## src/rtl/seg7_scan_decoder.sv

```systemverilog
// seg7_scan_decoder: watches a multiplexed active-low 7-segment bus,
// decodes each stable digit and hands out one frame per full scan.
//
// Ports:
//   clk, reset    rising-edge clock, synchronous active-high reset
//   seg_n         segment lines g..a (bit 6 = g), active-low
//   an_n          digit enables, active-low, one-hot-low when valid
//   frame_valid   frame_data/frame_err hold an unaccepted frame
//   frame_ready   consumer takes the frame when high with frame_valid
//   frame_data    decoded codes, digit i at [4i+3:4i]
//   frame_err     some digit of this frame was unrecognized
//   overflow      sticky: a frame completed while one was pending
module seg7_scan_decoder #(
    parameter int DIGITS        = 4,
    parameter int STABLE_CYCLES = 3
) (
    input  logic                  clk,
    input  logic                  reset,
    input  logic [6:0]            seg_n,
    input  logic [DIGITS-1:0]     an_n,
    output logic                  frame_valid,
    input  logic                  frame_ready,
    output logic [4*DIGITS-1:0]   frame_data,
    output logic                  frame_err,
    output logic                  overflow
);

    localparam int CW = $clog2(STABLE_CYCLES + 1);
    localparam logic [CW-1:0] CNT_MAX = CW'(STABLE_CYCLES);

    logic [6:0]              seg_q;
    logic [6:0]              seg_p;
    logic [DIGITS-1:0]       an_q;
    logic [DIGITS-1:0]       an_p;
    logic [CW-1:0]           cnt;
    logic [DIGITS-1:0]       mask;
    logic [DIGITS-1:0][3:0]  dig_code;
    logic [DIGITS-1:0]       dig_err;

    logic [3:0]              low_cnt;
    logic                    stable;
    logic                    capture;
    logic                    complete;
    logic                    accept;
    logic [4:0]              dec;
    logic [4*DIGITS-1:0]     fd_next;
    logic [DIGITS-1:0]       fe_next;

    // Returns {error, code}.
    function automatic logic [4:0] decode(input logic [6:0] s);
        logic [4:0] r;
        case (s)
            7'b1000000: r = {1'b0, 4'h0};
            7'b1111001: r = {1'b0, 4'h1};
            7'b0100100: r = {1'b0, 4'h2};
            7'b0110000: r = {1'b0, 4'h3};
            7'b0011001: r = {1'b0, 4'h4};
            7'b0010010: r = {1'b0, 4'h5};
            7'b0000010: r = {1'b0, 4'h6};
            7'b1111000: r = {1'b0, 4'h7};
            7'b0000000: r = {1'b0, 4'h8};
            7'b0011000: r = {1'b0, 4'h9};
            7'b1111111: r = {1'b0, 4'hF};
            default:    r = {1'b1, 4'hE};
        endcase
        return r;
    endfunction

    always_comb begin
        low_cnt = 4'd0;
        for (int i = 0; i < DIGITS; i++) begin
            if (!an_q[i]) low_cnt = low_cnt + 4'd1;
        end
    end

    assign stable  = (seg_q == seg_p) && (an_q == an_p)
                     && (low_cnt == 4'd1);
    // Fires on the single edge where the run length reaches the target;
    // the counter then saturates so a held digit is captured only once.
    assign capture = stable && (cnt == CNT_MAX - CW'(1));
    assign complete = capture && (&(mask | ~an_q));
    assign accept  = frame_valid && frame_ready;
    assign dec     = decode(seg_q);

    // Digit registers as they will be after this edge, so a completing
    // capture lands its own digit in the frame.
    always_comb begin
        fd_next = '0;
        fe_next = '0;
        for (int i = 0; i < DIGITS; i++) begin
            if (capture && !an_q[i]) begin
                fd_next[4*i +: 4] = dec[3:0];
                fe_next[i]        = dec[4];
            end else begin
                fd_next[4*i +: 4] = dig_code[i];
                fe_next[i]        = dig_err[i];
            end
        end
    end

    always_ff @(posedge clk) begin
        if (reset) begin
            seg_q       <= 7'h7F;
            seg_p       <= 7'h7F;
            an_q        <= '1;
            an_p        <= '1;
            cnt         <= '0;
            mask        <= '0;
            dig_code    <= '1;
            dig_err     <= '0;
            frame_valid <= 1'b0;
            frame_data  <= '1;
            frame_err   <= 1'b0;
            overflow    <= 1'b0;
        end else begin
            seg_q <= seg_n;
            an_q  <= an_n;
            seg_p <= seg_q;
            an_p  <= an_q;

            if (!stable) begin
                cnt <= '0;
            end else if (cnt != CNT_MAX) begin
                cnt <= cnt + CW'(1);
            end

            if (capture) begin
                for (int i = 0; i < DIGITS; i++) begin
                    if (!an_q[i]) begin
                        dig_code[i] <= dec[3:0];
                        dig_err[i]  <= dec[4];
                    end
                end
                mask <= complete ? '0 : (mask | ~an_q);
            end

            if (complete && (!frame_valid || accept)) begin
                frame_valid <= 1'b1;
                frame_data  <= fd_next;
                frame_err   <= |fe_next;
            end else begin
                if (complete) overflow <= 1'b1;
                if (accept) frame_valid <= 1'b0;
            end
        end
    end

endmodule
```

## config.mk

```make
export PLATFORM = sky130hd
export DESIGN_NAME = seg7_scan_decoder
export DESIGN_NICKNAME = d
export VERILOG_FILES = /design/src/rtl/seg7_scan_decoder.sv
export SDC_FILE = /design/constraint.sdc
export NUM_CORES = 1
export LEC_CHECK = 0
export BUFFER_PORTS_ARGS = -buffer_cell sky130_fd_sc_hd__buf_2
export CORE_UTILIZATION = 44
export CTS_CLUSTER_SIZE = 20
export DETAILED_ROUTE_END_ITERATION = 7
export PLACE_DENSITY_LB_ADDON = 0.05
export SLEW_MARGIN = 25
export SYNTH_ARGS = -nofsm -noshare
export SYNTH_HDL_FRONTEND = slang
export SYNTH_SLANG_ARGS = --single-unit
```

## constraint.sdc

```tcl
create_clock -name clk -period 3.36 [get_ports clk]
set_clock_uncertainty 0.2 [all_clocks]
set_input_delay 0.504 -clock clk [delete_from_list [all_inputs] [get_ports clk]]
set_output_delay 0.504 -clock clk [all_outputs]
set_load 0.01 [all_outputs]
```

After elaboration in Yosys (flattened, before gate mapping)
Index checks and enable logic that the tools add are counted.
Widths: inputs -> output; s select.
{"block": "op_classes", "add_sub_neg": 4, "n_eq_ne": 15, "mux": 16, "n_bitwise": 8, "n_reduce_logical": 26}
{"cell": "$pmux 5 s11", "n": 1}
{"cell": "$mux 4", "n": 8}
{"cell": "$eq 7x7->1 const B", "n": 4}
{"cell": "$eq 7x5->1 const B", "n": 3}
{"cell": "$eq 7x6->1 const B", "n": 2}
{"cell": "$add 4x1->4 const B", "n": 3}
{"cell": "$logic_and 1x1->1", "n": 10}
{"cell": "$reduce_and 2->1", "n": 5}
{"cell": "$eq 7x2->1 const B", "n": 1}
{"cell": "$eq 7x7->1", "n": 1}
{"cell": "$logic_not 7->1", "n": 1}
{"cell": "$mux 1", "n": 7}
{"cell": "$not 1->1", "n": 6}
{"cell": "$logic_not 1->1", "n": 5}
{"cell": "$eq 4x1->1 const B", "n": 1}
{"cell": "$eq 4x4->1", "n": 1}
{"cell": "$not 4->4", "n": 1}
{"cell": "$or 4x4->4", "n": 1}
{"cell": "$reduce_and 4->1", "n": 1}
{"cell": "$reduce_or 4->1", "n": 1}
{"cell": "$add 2x1->2 const B", "n": 1}
{"cell": "$eq 2x2->1 const B", "n": 1}
{"cell": "$ne 2x2->1 const B", "n": 1}
{"cell": "$reduce_bool 2->1", "n": 1}
{"cell": "other kinds (2)", "n": 2}
{"block": "word_totals", "reg_bits": 67, "in_bits": 14, "output_inout_bits": 19, "elab_cells": 87}

Depth between registers and ports, before layout
Gate-level depths: netlist (run 1).
{"block": "logic_depth", "word_depth": 14, "mapped_depth": 13, "ltp_nobuf": 11}

Least setup slack after synthesis (run 1)
No wires, ideal clock.
{"block": "synth_timing", "path_type": "register to register", "start": "register an_q[1]", "end": "register frame_err", "setup_ps": 115, "arrival_ps": 2655, "setup_slack_ps": 391, "path_stages_with_launch": 10, "path_cell_list": "dfxtp_1 inv_1 ha_1 xnor2_1 ha_1 or3_1 nand2_1 nand4b_2 a221o_1 o21a_1"}
{"block": "synth_between", "elab_chain_len": 11, "elab_cells_between_ends": 25, "classes_between": "add/sub (2); eq/ne (2); mux (7); bitwise (2); reduce/logical (12)"}
{"element": "from (decl)", "line_no": "33", "rtl": "logic [DIGITS-1:0] an_q;"}
{"element": "from (signal assigned)", "line_no": "117", "rtl": "an_q <= an_n;"}
{"element": "$mux 4", "line_no": "72", "rtl": "if (!an_q[i]) low_cnt = low_cnt + 4'd1;"}
{"element": "$add 4x1->4", "line_no": "72"}
{"element": "$mux 4", "line_no": "72"}
{"element": "$add 4x1->4", "line_no": "72"}
{"element": "$mux 4", "line_no": "72"}
{"element": "$eq 4x1->1", "line_no": "77", "rtl": "&& (low_cnt == 4'd1);"}
{"element": "$logic_and 1x1->1", "line_no": "77"}
{"element": "$logic_and 1x1->1", "line_no": "80", "rtl": "assign capture = stable && (cnt == CNT_MAX - CW'(1));"}
{"element": "$logic_and 1x1->1", "line_no": "91", "rtl": "if (capture && !an_q[i]) begin"}
{"element": "$mux 1", "line_no": "91"}
{"element": "$reduce_or 4->1", "line_no": "140", "rtl": "frame_err <= |fe_next;"}
{"element": "to (signal assigned)", "line_no": "140"}
{"element": "to (decl)", "line_no": "24", "rtl": "output logic frame_err,"}
Several ways; a longest one is shown, not always the timed one.
A chain may end at the register's enable or synchronous reset.

Worst setup path after layout (run 1)
Same ends and word-level chain as after synthesis.

==> results of run 1 <==
-- through the flow --
stage / setup WS, ns / power (mW) / cell area, um^2 / hold WS [ns] / instances
global route: 0.0116 / 1.68 / 3350 / 0.120 / 409
CTS: 0.152 / 1.62 / 3320 / 0.124 / 407
detailed placement: 0.163 / 0.947 / 3120 / 0.249 / 391
finish: 0.220 / 1.61 / 3350 / 0.136 / 409
global placement: 0.268 / 0.948 / 3120 / 0.247 / 391
floorplan: 0.391 / 0.919 / 2890 / 0.240 / 294
-- flip-flops by register name, indices dropped and copies added, names as in the netlist --
name,cells
an_p,4
frame_err,1
cnt,2
frame_valid,1
dig_err,4
mask,4
seg_q,7
frame_data,16
an_q,4
overflow,1
dig_code,16
seg_p,7
-- power by group through the flow --
stage	sequential [mW]	combinational (mW)	clock, mW
2_1_floorplan	0.829	0.0895	0
3_3_place_gp	0.845	0.103	0
3_5_place_dp	0.845	0.102	0
4_1_cts	0.826	0.103	0.695
5_1_grt	0.829	0.117	0.732
6_report	0.827	0.104	0.677
-- how the worst max path moves through the flow --
stage                        from             to  slack [ns]  cells past startpoint
after floorplan           an_q[1]      frame_err        0.39                      9
after global placement    an_q[1]      frame_err        0.27                     10
after detailed placement  an_q[1]  frame_data[4]        0.16                     11
after CTS                 an_q[1]  frame_data[4]        0.15                     11
after global routing      an_q[1]      frame_err        0.01                     10
final                     an_q[1]      frame_err        0.22                     10
-- logic make-up after synthesis --
logic type,synth area share (%)
adders and majority gates,2.17
DFF,46.5
xor gates and xnor gates,5.16
and+or+nand+nor,22.6
AOI/OAI and AO/OA,13.9
buffers and inverters,4.55
muxes,5.20
-- synthesized netlist by cell type, types with 2 or more instances --
cell type and instances:
xor2_1 4, nand3_1 5, xnor2_1 13, o31ai_1 6
nor2b_1 8, clkbuf_1 12, or2_2 22, nand4b_1 2
nand4_1 5, a211oi_1 3, buf_2 6, ha_1 5
nand2_1 4, dfxtp_1 67, nor3_1 5, nor4bb_1 2
or3_1 3, nand3b_1 3, nand2b_1 11, mux2i_1 15
inv_1 9, buf_4 2, a31oi_1 4, buf_1 2
o21bai_1 5, nor2_1 16, and4_1 2, a211o_1 2
o21ai_0 12, a21oi_1 19
-- metal layers --
layer	vias to the layer above	track usage [%]	wire length (um)
met4	0	9.87	140
met1	1000	24.1	2760
met5	-	0	0
met2	37	26.5	2420
met3	11	4.17	167
li1	1092	-	-
-- critical path: stages (launching register included) --
cell and delay (ns):
dfxtp_1 0.40, inv_1 0.08, ha_1 0.31, xnor2_1 0.25, ha_1 0.27, or3_1 0.38, nand2_1 0.25, buf_4 0.19
nand4b_4 0.20, a221o_1 0.35, o21a_1 0.16
-- cell type report --
cell class	count	area [um^2]
Timing Repair Buffer	44	250
Clock inverter	6	63.8
Sequential cell	67	1340
Clock buffer	10	138
Tap cell	77	96.3
Fill cell	583	3000
Inverter	9	33.8
Multi-Input combinational cell	196	1420
-- what timing repair did --
| action | 4_1_cts | 5_1_grt |
|---|---|---|
| endpoints found under the setup margin | 0 | 8 |
| resized for setup | 0 | 1 |
| setup buffers | 0 | 2 |
==> results.md, run 1 <==
* Status: completed
* Internal Pwr Total at 1.22 mW
* Ant. Diodes at 0
* Gp weighted congestion at 0.769
* Commonest non-fill, non-tap cells in the layout: 67 x dfxtp_1, 32 x buf_2, 22 x or2_2, 19 x a21oi_1, 16 x nor2_1
* Worst Setup Start Kind: flop
* Final number of setup-violating endpoints at 0
* Sw Ratio at 24.2%
* Core footprint at 6350 um^2
* Vias per cell at 5.23
* Grt total ovfl at 0
* Worst IR Drop VDD at 0.255 mV
* Final Max Tran Viols at 0
* Root buf cell: clkbuf_8
* FFs w/ async S/R, synth at 0%
* Vias at 2140
* CP max FO at 7
* Post-DP HPWL at 3.69 mm
* Rows at 29
* Worst-path clk slew at 0.08 ns
* Initial Utilization at 45.5%
* Quantity of I/O buffers inserted on ports at 32
* CTS sink count at 67
* Die Y at 83.0 um
* Avg Cell Area, Syn at 9.82 um^2
* Max Fclk at 0.318 GHz
* Post-synthesis instance total at 294
* Syn Std Cell Area at 2890 um^2
* Slew Limit Headroom at 49.5%
* WL final at 5.49 mm
* P&R area growth vs syn at 15.9%
* Final ANT Viol Nets at 0
* First-pass GRT wire length at 9.75 mm
* Synth area leaders: dfxtp_1 46%, mux2i_1 5.2%, or2_2 4.8%, xnor2_1 3.9%, a21oi_1 3.3%
* Layout cell share with drive strength beyond 1 at 27.1%
* # Max-Cap Violations at 0
* R2R Path Start: an_q[1]
* Seq/Total Area, Yosys at 46.5%
* Crit path DAT at 3.19 ns
* Commonest non-fill, non-tap cell in the layout: dfxtp_1
* R2R cell count at 10
* Fin. Hold Viols at 0
* Reg power frac at 51.4%
* Largest net degree at the start of global routing at 46
* Comb pwr share at 6.5%
* Worst hold path type: input pin to flop
* Initial DRC Count at 72
* Number of synthesized flops with an enable pin at 0
* Syn_nets at 313
* IO Pins at 33
* Die area at 6890 um^2
* Drt pass-1 iters at 4
* Power per cell area at 481 nW/um^2
* Synth Register Bits at 67
* Vias in the first global route at 2014
* Fin crit period at 3.14 ns
* R2R Path End: frame_err
* Hold-fix buffers, CTS at 0
* Setup TNS at 0 ns
* CP Class: flop to flop
* CTS Buf Count at 9
* CP Data Required Time at 3.41 ns
* Ys flop type: dfxtp_1
* Die Wd at 83.0 um
* Cell taking the most area after synthesis: dfxtp_1
* Sw Pwr at 0.390 mW
* Post-Route Utilization at 52.7%
* Fin crit share at 93.4%
* Synth unique cells at 50
* Post-synth top area share at 46.5%
* Flop-to-flop setup slack at 0.22 ns
* Clk_lat worst skew at 0.34 ns
* Fin nets at 346
* WHS Endpoint: seg_q[3]
* Leakage at 1.42 nW
* H-tree Lvls at 3
* CTS tree: yes
* Setup crit end kind: flop
* Initial antenna violation count at 0
* Yosys warns at 0
* Max clock buf depth at 2
* RSZ-0062 raised after global routing: false
* WL/cell at 13.4 um
* Clk pwr share at 42.1%
* Hold path cells at 2
* Total GRT Usage at 17.9%
* Worst-Margin Slew at 0.748 ns
* # DRC at 0
* Hold path startpoint: seg_n[3]
(Power assumes the default switching activity.)
==> run 2: changes to the inputs <==
--- a/config.mk
+++ b/config.mk
@@ -5,6 +5,7 @@
 export SDC_FILE = /design/constraint.sdc
 export NUM_CORES = 1
 export LEC_CHECK = 0
+export ABC_AREA = 1
 export BUFFER_PORTS_ARGS = -buffer_cell sky130_fd_sc_hd__buf_2
 export CORE_UTILIZATION = 44
 export CTS_CLUSTER_SIZE = 20
==> run 2 against run 1 <==
Sequential power shrank 0.8%. Register-to-register slack gained 0.20 ns. Non-clock buffer count shrank 10. Combinational power grew 19%. Final area grew 7.0%. Fmax grew 6.8%. First-iteration DRC count grew 29%. Critical path depth grew 6. Flip-flop and latch count is the same.
==> results.md, run 2 <==
* Root buf cell: clkbuf_8
* # DRC at 0 (unchanged)
* Post-synth top cells: 122 x nand2_1, 67 x dfxtp_1, 56 x nor2_1, 31 x inv_1, 18 x nand3_1
* Setup crit end kind: flop
* Initial Utilization at 45.8% (+0.29 points)
* Gp weighted congestion at 0.780 (+1.5%)
* Total power at 1.68 mW (+4.6%)
* WL/cell at 11.8 um (-12%)
* Total GRT Usage at 19.8% (+1.9 points)
* Quantity of I/O buffers inserted on ports at 32 (unchanged)
* Worst hold path type: input pin to flop
* Die Y at 86.3 um (+4.0%)
* CP Class: flop to flop
* Grt total ovfl at 0 (unchanged)
* Initial antenna violation count at 0 (unchanged)
* Final number of setup-violating endpoints at 0 (unchanged)
* Post-Synth XOR/XNOR Area at 0.280% (-4.9 points)
* Synth area leaders: dfxtp_1 43%, nand2_1 15%, nor2_1 6.7%, inv_1 3.7%, nand3_1 2.9%
* Largest net degree at the start of global routing at 42 (-8.7%)
* P&R area growth vs syn at 14.5%
* Syn Std Cell Area at 3130 um^2 (+8.3%)
* RSZ-0062 raised after global routing: false
* Vias per cell at 4.65 (-11%)
* CTS tree: yes
* Largest regs: dig_code (16), frame_data (16)
* Top-count cell post-synth: nand2_1
* Commonest non-fill, non-tap cells in the layout: 122 x nand2_1, 67 x dfxtp_1, 56 x nor2_1, 32 x buf_2, 31 x inv_1
* FFs w/ async S/R, synth at 0% (unchanged)
* Multiplexer share of the synthesized area at 0% (-5.2 points)
* Commonest non-fill, non-tap cell in the layout: nand2_1
* Synth Register Bits at 67 (unchanged)
* Hold-fix buffers, CTS at 0 (unchanged)
* Initial DRC Count at 93 (+29%)
* Leakage at 1.69 nW (+18%)
* CTS Buf Count at 9 (unchanged)
* CP max FO at 15 (+8)
* Slew Limit Headroom at 60.7% (+11 points)
* Setup TNS at 0 ns (unchanged)
* Largest family of logic cells by synthesized area: simple AND/OR/NAND/NOR gates
* Post-synthesis instance total at 418 (+42%)
* Seq/Total Area, Yosys at 42.9% (-3.6 points)
* Syn_nets at 437 (+40%)
* Vias at 2581 (+21%)
* CP Data Required Time at 3.40 ns (about the same)
* Worst Setup Start Kind: flop
* Power per cell area at 470 nW/um^2 (-2.2%)
* Avg Cell Area, Syn at 7.48 um^2 (-24%)
* Post-DP HPWL at 4.83 mm (+31%)
* Fin nets at 473 (+37%)
* WL final at 6.56 mm (+20%)
* Die Wd at 86.3 um (+4.0%)
* Ant. Diodes at 0 (unchanged)
* Ys flop type: dfxtp_1
* Synth Area in Compound Gates at 8.09% (-5.8 points)
* Layout cell share with drive strength beyond 1 at 22.7% (-4.5 points)
* First-pass GRT wire length at 11.1 mm (+14%)
* Worst-path clk slew at 0.08 ns (about the same)
* Core footprint at 6830 um^2 (+7.6%)
* Status: completed
* Synth unique cells at 35 (-30%)
* Post-CTS sizing at 0 (unchanged)
* H-tree Lvls at 3 (unchanged)
* Fill count at 709 (+22%)
* IO Pins at 33 (unchanged)
* Final Max Tran Viols at 0 (unchanged)
* Fin. Hold Viols at 0 (unchanged)
* Final ANT Viol Nets at 0 (unchanged)
* Rows at 30 (+3.4%)
* Worst IR Drop VDD at 0.242 mV (-5.1%)
* Adder-Cell Fraction of Synth Area at 2.00% (-0.17 points)
* Simple-gate share of the synthesized area at 39.8% (+17 points)
* Vias in the first global route at 2339 (+16%)
* Crit path DAT at 2.98 ns (-0.21 ns)
* Max Fclk at 0.340 GHz (+6.8%)
* Smallest hold slack at 0.137 ns (+0.000728 ns)
* Cell taking the most area after synthesis: dfxtp_1
* Number of synthesized flops with an enable pin at 0 (unchanged)
* # Max-Cap Violations at 0 (unchanged)
* Post-synth top area share at 42.9% (-3.6 points)
* CTS sink count at 67 (unchanged)
* Post-CTS Setup Repair Bufs at 0 (unchanged)
* Clk_lat worst skew at 0.34 ns (about the same)
* Max clock buf depth at 2 (unchanged)
* Fin crit share at 87.5% (-6.0 points)
* Fin crit period at 2.94 ns (-0.201 ns)
* Yosys warns at 0 (unchanged)
* Die area at 7440 um^2 (+8.1%)
* Worst-Margin Slew at 0.584 ns (-0.163 ns)
* Drt pass-1 iters at 5 (+1)
run 2: changes by cell type after synthesis, moves of 7 or more:
cell | before | now
inv_1 | 9 | 31
nor2_1 | 16 | 56
a21oi_2 | 0 | 8
nand3_1 | 5 | 18
xnor2_1 | 13 | 0
inv_2 | 0 | 9
mux2i_1 | 15 | 0
or2_1 | 0 | 9
nand2_1 | 4 | 122
or2_2 | 22 | 12
clkbuf_1 | 12 | 4
o21ai_1 | 0 | 7
nor2b_1 | 8 | 0
nand2b_1 | 11 | 0
run 2: power by group:
| group | total (mW) | switching, mW | leakage (nW) | internal (mW) |
|---|---|---|---|---|
| Clock | 0.738 | 0.319 | 0.103 | 0.419 |
| Combinational | 0.124 | 0.0843 | 1.04 | 0.0401 |
| Sequential | 0.820 | 0.0137 | 0.546 | 0.806 |
run 2: critical path, cell delays in order, from the launching register on:
cell	delay, ns
dfxtp_1	0.42
inv_2	0.12
ha_1	0.35
inv_1	0.09
nand2_1	0.06
nand2_2	0.10
inv_2	0.04
ha_1	0.27
nand3b_1	0.16
nand2_2	0.15
nand4_4	0.14
nor2_8	0.19
nand2_4	0.09
nor2_8	0.22
nand3_1	0.11
nor2_1	0.11
nor2_1	0.04
run 2: area by class of cell:
cell class                      instances  area (um^2)  share of cell area, %
Multi-Input combinational cell        301         1570                   43.8
Timing Repair Buffer                   34          175                   4.90
Clock inverter                          6         88.8                   2.48
Inverter                               41          159                   4.44
Clock buffer                           10          128                   3.57
Tap cell                               96          120                   3.36
Sequential cell                        67         1340                   37.5
run 2: worst paths after layout:
path	end	from	slack (ns)	cells after the start
worst max-delay path	frame_err	an_q[1]	0.42	16
worst min-delay path	an_q[2]	an_n[2]	0.14	2
worst max register to register	frame_err	an_q[1]	0.42	16
worst min register to register	overflow	overflow	0.27	1
run 2: stage by stage:
step                setup WS [ns]  instance area (um^2)  std cells  utilization (%)
finish                      0.421                  3580        555             52.4
floorplan                   0.713                  3130        418                -
global placement            0.485                  3360        539             49.2
detailed placement          0.404                  3360        539             49.2
CTS                         0.403                  3580        555             52.4
global route                0.198                  3580        555             52.4
run 2: per-layer routing:
layer / global-route usage [%] / part of all wire [%] / vias to the layer above
li1: - / - / 1381
met1: 25.2 / 48 / 1153
met2: 31.9 / 46 / 41
met3: 4.38 / 3.6 / 6
met4: 9.39 / 1.8 / 0
met5: 0 / 0 / -
run 2: logic make-up (layout without fill, tap and decap cells):
kind of cell	after synthesis	after routing
adders and majority gates	5	5
xor gates and xnor gates	1	1
and+or+nand+nor	253	253
DFF	67	67
buffers and inverters	50	91
AOI/OAI and AO/OA	42	42
==> run 3: changes to the inputs <==
--- a/config.mk
+++ b/config.mk
@@ -10,6 +10,7 @@
 export CORE_UTILIZATION = 44
 export CTS_CLUSTER_SIZE = 20
 export DETAILED_ROUTE_END_ITERATION = 7
+export GPL_TIMING_DRIVEN = 0
 export PLACE_DENSITY_LB_ADDON = 0.05
 export SLEW_MARGIN = 25
 export SYNTH_ARGS = -nofsm -noshare
==> run 3 against run 2 <==
Critical path depth increased by 2. Count of clock-buffer cells in the layout is the same. Flip-flop and latch count did not move. Sequential power hardly changed. Non-clock buffer count increased by 7. Fmax is 1.8% lower. Worst setup slack got worse by 0.054 ns. Global-route usage up 0.094 points. Sequential share of layout area shrank 0.21 points. Utilization increased by 0.29 points.
==> results.md, run 3 (same netlist as run 2, synthesis figures left out) <==
* Status: completed
* WHS Endpoint: seg_q[3]
* Fin crit share at 89.1% (+1.6 points)
* Core footprint at 6830 um^2 (unchanged)
* Sw Ratio at 26.3% (+1.5 points)
* Setup TNS at 0 ns (unchanged)
* Clk pwr share at 41.4% (-2.5 points)
* WL final at 6.77 mm (+3.2%)
* Crit-path cells: inv_2 > ha_1 > inv_1 > nand2_1 > nand2_2 > inv_2 > ha_1 > nand2_4 > nand3_1 > nand2_2 > nor2_2 > nand4_4 > nor2_4 > nand2_1 > nand2_1 > nand3_1 > nor2_1 > nor2_1
* Hold-fix buffers, CTS at 0 (unchanged)
* Post-CTS sizing at 0 (unchanged)
* CTS sink count at 67 (unchanged)
* Reg power frac at 50.6% (+1.9 points)
* Most frequent CP cell: nand2_1
* Quantity of I/O buffers inserted on ports at 32 (unchanged)
* Die area at 7440 um^2 (unchanged)
* H-tree Lvls at 3 (unchanged)
* Initial DRC Count at 112 (+20%)
* Vias at 2598 (+0.66%)
* # DRC at 0 (unchanged)
* Fin nets at 480 (+1.5%)
* CP Data Required Time at 3.40 ns (about the same)
* Final ANT Viol Nets at 0 (unchanged)
* Leakage at 1.70 nW (+0.88%)
* Clk_lat worst skew at 0.34 ns (about the same)
* Non-Filler Instances at 562 (+1.3%)
* Hold path cells at 2 (unchanged)
* Commonest non-fill, non-tap cells in the layout: 122 x nand2_1, 67 x dfxtp_1, 56 x nor2_1, 34 x buf_2, 31 x inv_1
* CP max stage cell: dfxtp_1
* CP Class: flop to flop
* Fin. Hold Viols at 0 (unchanged)
* Commonest non-fill, non-tap cell in the layout: nand2_1
* Comb pwr share at 8.0% (+0.6 points)
* Cells after DPL at 546 (+1.3%)
* WL/cell at 12.0 um (+1.9%)
* Gp weighted congestion at 0.820 (+5.2%)
* Fin crit period at 2.99 ns (+0.0535 ns)
* R2R Path End: frame_err
* Largest regs: dig_code (16), frame_data (16)
* CTS tree: yes
* Post-CTS Setup Repair Bufs at 0 (unchanged)
* Power per cell area at 449 nW/um^2 (-4.4%)
* First-pass GRT wire length at 11.2 mm (+0.81%)
* Worst-Margin Slew at 0.604 ns (+0.0196 ns)
* Flop-to-flop setup slack at 0.37 ns (-0.05 ns)
* R2R cell count at 18 (+2)
* R2R Path Start: an_q[1]
* Rows at 30 (unchanged)
* Internal Pwr Total at 1.19 mW (-5.8%)
* Hold path startpoint: seg_n[3]
* Sw Pwr at 0.425 mW (+1.9%)
* Initial Utilization at 45.8% (unchanged)
* Final number of setup-violating endpoints at 0 (unchanged)
* Max clock buf depth at 2 (unchanged)
* IO Pins at 33 (unchanged)
* Vias per cell at 4.62 (-0.60%)
* Die Y at 86.3 um (unchanged)
* P&R area growth vs syn at 15.1%
* CP max FO at 8 (-7)
* Worst Setup Start Kind: flop
* Worst IR Drop VDD at 0.262 mV (+8.2%)
* Ant. Diodes at 0 (unchanged)
* Worst-path clk slew at 0.08 ns (about the same)
* RSZ-0062 raised after global routing: false
* # Max-Cap Violations at 0 (unchanged)
* Setup crit end kind: flop
* Drt pass-1 iters at 4 (-1)
* Final Max Tran Viols at 0 (unchanged)
* Total GRT Usage at 19.9% (+0.094 points)
* Grt total ovfl at 0 (unchanged)
* Initial antenna violation count at 0 (unchanged)
* Largest net degree at the start of global routing at 13 (-69%)
* Post-DP HPWL at 5.09 mm (+5.3%)
* CTS Buf Count at 9 (unchanged)
* Crit path DAT at 3.04 ns (+0.06 ns)
* Max incr delay on CP at 0.46 ns (+0.04 ns)
* Root buf cell: clkbuf_8
* Max Fclk at 0.334 GHz (-1.8%)
* Vias in the first global route at 2325 (-0.60%)
* Slew Limit Headroom at 59.4% (-1.3 points)
* Die Wd at 86.3 um (unchanged)
* Worst hold path type: input pin to flop
* Layout cell share with drive strength beyond 1 at 23.0% (+0.30 points)
-- run 3: changes by cell type in the layout (fill, tap and decap cells not counted), sizes merged --
| cell | change |
|---|---|
| clkbuf | +4 |
| buf | +3 |
| clkinv | +2 |
| bufinv | -1 |
| clkinvlp | -1 |
-- run 3: power groups by stage --
stage               Sequential (mW)  Combinational [mW]  Clock, mW
finish                        0.817               0.130      0.669
global placement              0.836               0.129          0
global route                  0.819               0.147      0.723
floorplan                     0.833              0.0974          0
detailed placement            0.836               0.131          0
CTS                           0.817               0.132      0.685
-- run 3: final cells by class --
type / count / area, um^2
fill: 723 / 3230
multi-input combinational: 301 / 1570
sequential: 67 / 1340
timing repair buffer: 32 / 160
inverter: 41 / 159
clock buffer: 10 / 128
tap: 96 / 120
clock inverter: 6 / 65.1
buffer: 9 / 58.8
-- run 3: worst max path at each step --
stage	startpoint	endpoint	slack, ns	depth (start not counted)
2_1_floorplan	an_q[0]	frame_data[10]	0.71	15
3_3_place_gp	an_q[1]	frame_err	0.39	19
3_5_place_dp	an_q[1]	frame_err	0.36	18
4_1_cts	an_q[1]	frame_err	0.36	18
5_1_grt	an_q[1]	frame_err	0.02	18
6_report	an_q[1]	frame_err	0.37	18
-- run 3: routing by layer --
metal	GRT usage [%]	vias up	part of all wire, %
li1	-	1393	-
met1	26.4	1159	51
met2	31.7	34	44
met3	3.14	12	2.5
met4	9.55	0	1.9
met5	0	-	0
-- run 3: through the flow --
step	hold slack [ns]	utilization, %	total power [mW]	instance area (um^2)	setup WS, ns
4_1_cts	0.123	52.7	1.63	3600	0.356
3_3_place_gp	0.248	49.9	0.965	3410	0.389
2_1_floorplan	0.237	-	0.930	3130	0.713
3_5_place_dp	0.251	49.9	0.967	3410	0.360
5_1_grt	0.128	52.7	1.69	3600	0.0151
6_report	0.139	52.7	1.62	3600	0.367
-- run 3: critical path, delay by kind of cell (launching register included) --
family,cells,cell delay (ns)
adder cells (fa/ha/maj),2,0.56
buffers and inverters,3,0.27
flip-flops,1,0.46
AND/OR/NAND/NOR,13,1.39
